$ cat config.mk
export PLATFORM = sky130hd
export DESIGN_NAME = div_unit_flat
export DESIGN_NICKNAME = d
export VERILOG_FILES = /design/src/rtl/div_unit_if.sv /design/src/rtl/div_unit.sv /design/src/flat_wrapper.sv
export SDC_FILE = /design/constraint.sdc
export NUM_CORES = 1
export LEC_CHECK = 0
export CORE_ASPECT_RATIO = 0.9
export CORE_MARGIN = 2
export CORE_UTILIZATION = 50
export DETAILED_ROUTE_END_ITERATION = 6
export MAX_ROUTING_LAYER = met4
export PLACE_DENSITY = 0.78
export RECOVER_POWER = 25
export SLEW_MARGIN = 20
export SYNTH_ARGS = -nofsm -noshare
export SYNTH_HDL_FRONTEND = slang
export SYNTH_SLANG_ARGS = --single-unit
$ cat constraint.sdc
create_clock -name clk -period 7.11 [get_ports clk]
set_input_delay 1.422 -clock clk [delete_from_list [all_inputs] [get_ports clk]]
set_output_delay 1.422 -clock clk [all_outputs]
set_load 0.03 [all_outputs]
$ cat src/rtl/div_unit_if.sv
// Handshake bundle between the EX stage and the
// multi-cycle divider.
interface div_unit_if #(
  parameter int WIDTH = 32
);
  logic               start;
  logic               is_signed;
  logic [WIDTH-1:0]   dividend;
  logic [WIDTH-1:0]   divisor;
  logic               flush;
  logic               busy;
  logic               done;
  logic [WIDTH-1:0]   hi;
  logic [WIDTH-1:0]   lo;
  logic [2*WIDTH-1:0] result;

  modport master (
    output start, is_signed,
    output dividend, divisor, flush,
    input  busy, done, hi, lo, result
  );

  modport slave (
    input  start, is_signed,
    input  dividend, divisor, flush,
    output busy, done, hi, lo, result
  );
endinterface

$ cat src/rtl/div_unit.sv
// Radix-2 restoring DIV/DIVU for the EX stage.
// Result packs {hi,lo} = {remainder,quotient}.
module div_unit #(
  parameter int WIDTH = 32
) (
  input logic       clk,
  input logic       rst,
  div_unit_if.slave bus
);
  localparam int CW = $clog2(WIDTH) + 1;

  typedef enum logic [1:0] {
    IDLE,
    CALC,
    FIX,
    DONE
  } state_t;

  state_t state_q, state_d;

  logic [CW-1:0]    cnt_q;
  logic [WIDTH-1:0] rem_q;
  logic [WIDTH-1:0] quo_q;
  logic [WIDTH-1:0] dmag_q;
  logic [WIDTH-1:0] raw_q;
  logic [WIDTH-1:0] hi_q;
  logic [WIDTH-1:0] lo_q;
  logic             neg_a_q;
  logic             neg_b_q;
  logic             divzero_q;
  logic             busy_q;
  logic             done_q;

  logic             launch;
  logic             last;
  logic [WIDTH-1:0] a_mag;
  logic [WIDTH-1:0] b_mag;
  logic             a_neg;
  logic             b_neg;
  logic [WIDTH:0]   rem_sh;
  logic [WIDTH:0]   trial;
  logic [WIDTH-1:0] q_fix;
  logic [WIDTH-1:0] r_fix;

  assign launch = bus.start && !bus.flush;
  assign last   = cnt_q == CW'(WIDTH - 1);

  assign a_neg = bus.is_signed
               && bus.dividend[WIDTH-1];
  assign b_neg = bus.is_signed
               && bus.divisor[WIDTH-1];
  assign a_mag = a_neg ? -bus.dividend
                       : bus.dividend;
  assign b_mag = b_neg ? -bus.divisor
                       : bus.divisor;

  // quo_q doubles as the dividend shift register
  assign rem_sh = {rem_q, quo_q[WIDTH-1]};
  assign trial  = rem_sh - {1'b0, dmag_q};

  assign q_fix = (neg_a_q ^ neg_b_q) ? -quo_q
                                     : quo_q;
  assign r_fix = neg_a_q ? -rem_q : rem_q;

  always_comb begin
    state_d = state_q;
    unique case (state_q)
      IDLE: if (launch) state_d = CALC;
      CALC: begin
        if (bus.flush)  state_d = IDLE;
        else if (last)  state_d = FIX;
      end
      FIX:  state_d = bus.flush ? IDLE : DONE;
      DONE: state_d = IDLE;
      default: state_d = IDLE;
    endcase
  end

  always_ff @(posedge clk or posedge rst) begin
    if (rst) begin
      state_q <= IDLE;
      busy_q  <= 1'b0;
      done_q  <= 1'b0;
    end else begin
      state_q <= state_d;
      busy_q  <= (state_d == CALC)
              || (state_d == FIX);
      done_q  <= state_d == DONE;
    end
  end

  always_ff @(posedge clk or posedge rst) begin
    if (rst) begin
      cnt_q     <= '0;
      rem_q     <= '0;
      quo_q     <= '0;
      dmag_q    <= '0;
      raw_q     <= '0;
      hi_q      <= '0;
      lo_q      <= '0;
      neg_a_q   <= 1'b0;
      neg_b_q   <= 1'b0;
      divzero_q <= 1'b0;
    end else begin
      unique case (state_q)
        IDLE: begin
          if (launch) begin
            cnt_q     <= '0;
            rem_q     <= '0;
            quo_q     <= a_mag;
            dmag_q    <= b_mag;
            raw_q     <= bus.dividend;
            neg_a_q   <= a_neg;
            neg_b_q   <= b_neg;
            divzero_q <= bus.divisor == '0;
          end
        end
        CALC: begin
          if (!trial[WIDTH]) begin
            rem_q <= trial[WIDTH-1:0];
          end else begin
            rem_q <= rem_sh[WIDTH-1:0];
          end
          quo_q <= {quo_q[WIDTH-2:0],
                    ~trial[WIDTH]};
          cnt_q <= cnt_q + CW'(1);
        end
        FIX: begin
          if (!bus.flush) begin
            if (divzero_q) begin
              lo_q <= '1;
              hi_q <= raw_q;
            end else begin
              lo_q <= q_fix;
              hi_q <= r_fix;
            end
          end
        end
        default: ;
      endcase
    end
  end

  assign bus.busy   = busy_q;
  assign bus.done   = done_q;
  assign bus.hi     = hi_q;
  assign bus.lo     = lo_q;
  assign bus.result = {hi_q, lo_q};
endmodule
$ cat src/flat_wrapper.sv
// flat-port wrapper written by rule: the top's interface ports become plain ports
module div_unit_flat 
#(
  parameter int WIDTH = 32
)
  (clk, rst, bus_start, bus_is_signed, bus_dividend, bus_divisor, bus_flush, bus_busy, bus_done, bus_hi, bus_lo, bus_result);
  div_unit_if #(.WIDTH(WIDTH)) bus_i ();
  input logic clk;
  input logic rst;
  input wire logic [$bits(bus_i.start)-1:0] bus_start;
  input wire logic [$bits(bus_i.is_signed)-1:0] bus_is_signed;
  input wire logic [$bits(bus_i.dividend)-1:0] bus_dividend;
  input wire logic [$bits(bus_i.divisor)-1:0] bus_divisor;
  input wire logic [$bits(bus_i.flush)-1:0] bus_flush;
  output wire logic [$bits(bus_i.busy)-1:0] bus_busy;
  output wire logic [$bits(bus_i.done)-1:0] bus_done;
  output wire logic [$bits(bus_i.hi)-1:0] bus_hi;
  output wire logic [$bits(bus_i.lo)-1:0] bus_lo;
  output wire logic [$bits(bus_i.result)-1:0] bus_result;
  assign bus_i.start = bus_start;
  assign bus_i.is_signed = bus_is_signed;
  assign bus_i.dividend = bus_dividend;
  assign bus_i.divisor = bus_divisor;
  assign bus_i.flush = bus_flush;
  assign bus_busy = bus_i.busy;
  assign bus_done = bus_i.done;
  assign bus_hi = bus_i.hi;
  assign bus_lo = bus_i.lo;
  assign bus_result = bus_i.result;
  div_unit #(.WIDTH(WIDTH)) u_core (.clk(clk), .rst(rst), .bus(bus_i));
endmodule
### Word level (Yosys, flattened, before mapping)

Cells that the tools add are included.

* memories: 0
* word-level logic and storage cells: 59
* ROM bits: 0
* bits in writable memories: 0
* bits in latches: 0
* bits in registers: 205

* bitwise logic cells: 3
* order comparisons: 0
* shift operators: 0
* equality and inequality tests: 8
* reductions and logical operators: 11
* mux-type cells: 18
* add/subtract/negate cells: 6
* multiply operators: 0
* div/mod/pow operators: 0

Operator list (number)
* $mux W32: 9
* $neg A32 Y32: 4
* $pmux W32 S2: 2
* $sub A33 B32 Y33: 1
* $logic_not A32 Y1: 1
* $pmux W6 S2: 1
* $eq A2 B2 Y1 const B: 4
* $mux W2: 4
* $pmux W2 S4: 1
* $add A6 B1 Y6 const B: 1
* $eq A6 B5 Y1 const B: 1
* $mux W6: 1
* $reduce_and A2 Y1: 3
* $eq A2 B1 Y1 const B: 2
* $logic_and A1 B1 Y1: 3
* $logic_not A2 Y1: 1
* $ne A2 B1 Y1 const B: 1
* $not A1 Y1: 2
* $reduce_bool A2 Y1: 1
* $logic_not A1 Y1: 1
* $logic_or A1 B1 Y1: 1
* $xor A1 B1 Y1: 1

### Longest topological paths before layout

* depth after elaboration: 6
* mapped depth: 14

### Worst setup path after synthesis

Ideal clock, no wire load.

* path kind: input to register
* start: input port bus_dividend[2]
* end: register u_core.quo_q[29]
* library setup time: 129 ps
* cell stages on the path: 9
* arrival time: 4024 ps
* setup slack: 2957 ps
* cells stage by stage: or4_4 or4_4 nor4_4 nand2_2 or4_4 or3_4 o41ai_4 xor2_1 o21ai_1

* cells in the longest elaborated chain, start to end: 4

RTL lines
* start, declared: RTL line flat_wrapper.sv:12 `input wire logic [$bits(bus_i.dividend)-1:0] bus_dividend;`
* $neg A32 Y32: RTL line div_unit.sv:52 `assign a_mag = a_neg ? -bus.dividend`
* $mux W32: RTL line div_unit.sv:52
* $mux W32: RTL line div_unit.sv:107 `if (launch) begin`
* $pmux W32 S2: RTL line div_unit.sv:105 `unique case (state_q)`
* end signal, assigned: RTL line div_unit.sv:110 `quo_q <= a_mag;`
* end signal, assigned: RTL line div_unit.sv:124 `quo_q <= {quo_q[WIDTH-2:0],`
* end, declared: RTL line div_unit.sv:23 `logic [WIDTH-1:0] quo_q;`

No other way between the ends. The select of a mux whose other input is x is not followed.
A chain may end at the register's enable or synchronous reset.

==> out/qor.yml <==
final.setup.tns_ns: 0
grt_max_degree: 107
final.min_clock_period_ns: 4.558
vias: 11740
synth_area_um2: 13090
worstMarginPinSlew_ns: 3.787
coreArea_um2: 25920
first_pass_iters: 5
startpoint_type: "input port"
ios: 199
n_antenna_cell: 0
crit_arrival_ns: 5.09
synth_fp_nets: 1681
yosysWarnings: 0
cp_max_fo: 85
critPathKind: "input port to async pin"
ir_worst_vdd_v: 0.0002001
cts_max_path_buffers: 3
via_per_inst: 5.801
slowest_stage: "clkinvlp_2"
cp-end-kind: "async pin"
die_area_um2: 27490
max_freq_mhz: 219.4
fin_worst_skew_ns: 0.01514
synth-compound-area-share_pct: 19.99
async_flop_share_pct: 100.0
cts_htree_levels: 1
cts_resized: 0
synth_xor_area_share_pct: 9.903
pre_cts_ws_ns: 2.198
drtAntennaViolNets: 0
fp.dieW_um: 174.5
die_y_um: 157.5
drv_slew: 280
numCtsBuffers: 23
hold_viol_final: 0
start_util_pct: 50.49
routed_wl_um: 35290
cts_setup_buffers: 0
rsz0062_at_grt: "false"
slew_headroom_pct: -153.9
syn_inst: 1573
ctsHoldBuffers: 0
critPathRequiredTime_ns: 7.64
setup_ws_ns: 2.552
synthAdderAreaFrac_pct: 3.785
path_cells: "dlygate4sd3_1, clkinvlp_2, buf_4"
grt_overflow: 0
nets: 1771
drc: 0
drt-initial-drc-count: 1091
clk_latency_ns: 0.51
drive_gt1_share_pct: 3.580
hp-class: "register to register"
finalSetupViolCount: 0
yosys_most_used_dff: "dfrtp_1"
synthMuxAreaShare_pct: 1.988
synth_edf_count: 0
status: "finished, violations left"
grt_pass1_vias: 10970
failed_checks: "capacitance limit, slew limit"
cts_tree: "yes"
ys_seq_area_share_pct: 39.19
grt_pass1_wl_um: 57000
ys_ff_latch: 205
dp_hpwl_um: 25570
synth_area_per_cell_um2: 8.321
area_delta_synth_final_pct: 19.33
wire_per_inst_um: 17.43
antenna_found_initial: 0
port_buffers: 198
cts-root-buf: "clkbuf_16"
synth_top_family_by_area: "compound AO/OA/AOI/OAI gates"
max_cap_violations: 5
slowest_delay_ns: 2.13
grtUsageTotal_pct: 26.01
power.leakage_nw: 6.702
path_clk_slew_ns: 0.06
clkSinkCount: 205
cellPowerDensity_nw_per_um2: 351.0
rows: 56
fin_crit_sh_pct: 64.11
ys_types: 58
synthSimpleGateAreaFrac_pct: 17.60
place_congestion: 0.9426
-- worst paths after layout --
| check | start | depth (start not counted) | slack [ns] | to |
|---|---|---|---|---|
| max reg2reg | u_core.quo_q[31] | 13 | 3.02 | u_core.rem_q[26] |
| min | u_core.raw_q[25] | 2 | 0.47 | u_core.raw_q[25] |
| min in group asynchronous | rst | 2 | 2.51 | u_core.cnt_q[0] |
| max in group clk | bus_dividend[2] | 10 | 2.62 | u_core.quo_q[29] |
| max | rst | 3 | 2.55 | u_core.raw_q[15] |
| min reg2reg | u_core.raw_q[25] | 2 | 0.47 | u_core.raw_q[25] |
-- Yosys cell counts (all sizes together), types with 29 or more instances --
cell	instances	area [um^2]
dfrtp	205	5130
a21oi	135	675.7
nand2	222	835.8
inv	54	202.7
nor3	29	145.1
xnor2	70	613.1
a22oi	29	217.7
ha	38	475.5
buf	74	518.0
o21ai	185	925.9
xor2	78	683.2
nand3	39	195.2
clkbuf	71	266.5
nor2	121	454.2
-- cells by family after synthesis --
logic type               Yosys count
AND/OR/NAND/NOR                  508
AO/OA/AOI/OAI                    448
flip-flops                       205
buffers and inverters            199
XOR/XNOR                         148
adder cells (fa/ha/maj)           39
multiplexers                      26
-- final cells by class --
type                            instances  area (um^2)
Sequential cell                       205         5132
Fill cell                            2268        10310
Timing Repair Buffer                  210         2057
Clock buffer                           32        649.4
Clock inverter                          6        130.1
Multi-Input combinational cell       1169         7010
Inverter                               54        203.9
Tap cell                              348        435.4
-- cells in the final DEF, fill, tap and decap left out, types with 4 or more instances in the layout --
cell	count
and2_1	5
clkbuf_8	4
xor2_1	77
clkdlybuf4s50_1	196
o2111ai_1	4
nand3_1	39
nand2_1	220
a21o_1	11
bufinv_16	4
clkbuf_1	9
or4_1	12
nand3b_1	6
nor2b_1	7
buf_4	8
dfrtp_1	203
a31oi_1	9
xnor2_1	70
nand4_1	6
o31ai_1	21
a22oi_1	29
o21bai_1	4
nand2b_1	17
clkbuf_16	23
inv_1	53
nor4_1	11
nor2_1	119
and3_1	12
nor3_1	29
o21ai_0	182
a21oi_1	135
or3_1	6
o21a_1	8
mux2i_1	26
ha_1	38
o41ai_1	15
-- power breakdown --
part | internal, mW | switching, mW
Combinational | 1.07 | 1.44
Clock | 0.776 | 0.467
Sequential | 1.40 | 0.331
Total | 3.24 | 2.24
-- through the flow --
stage          hold slack, ns  instance area (um^2)  std cells  utilization, %  power, mW
2_1_floorplan          0.4374                 13090       1573               -      3.553
3_3_place_gp           0.4544                 14850       1986           57.27      4.142
3_5_place_dp           0.4548                 14850       1986           57.27      4.203
4_1_cts                0.4687                 15630       2024           60.28      5.459
5_1_grt                0.4943                 15620       2024           60.25      5.837
6_report               0.4681                 15620       2024           60.25      5.482
-- routing by layer --
metal / vias to the layer above / track usage [%] / part of all wire [%]
li1: 5584 / - / -
met1: 5622 / 36.31 / 46
met2: 468 / 40.59 / 44
met3: 67 / 2.899 / 6.7
met4: 0 / 6.905 / 2.6
met5: - / - / 0
-- state kept, by name, indices dropped and copies added (netlist names) --
| register | cells |
|---|---|
| u_core.bus.busy | 1 |
| u_core.bus.done | 1 |
| u_core.bus.hi | 32 |
| u_core.bus.lo | 32 |
| u_core.cnt_q | 6 |
| u_core.divzero_q | 1 |
| u_core.dmag_q | 32 |
| u_core.neg_a_q | 1 |
| u_core.neg_b_q | 1 |
| u_core.quo_q | 32 |
| u_core.raw_q | 32 |
| u_core.rem_q | 32 |
| u_core.state_q | 2 |
-- worst max-delay path, delay by kind of cell --
kind	cells	cell delay (ns)
buf+inv	3	3.58
No activity file was read; power rests on OpenSTA's default activity.
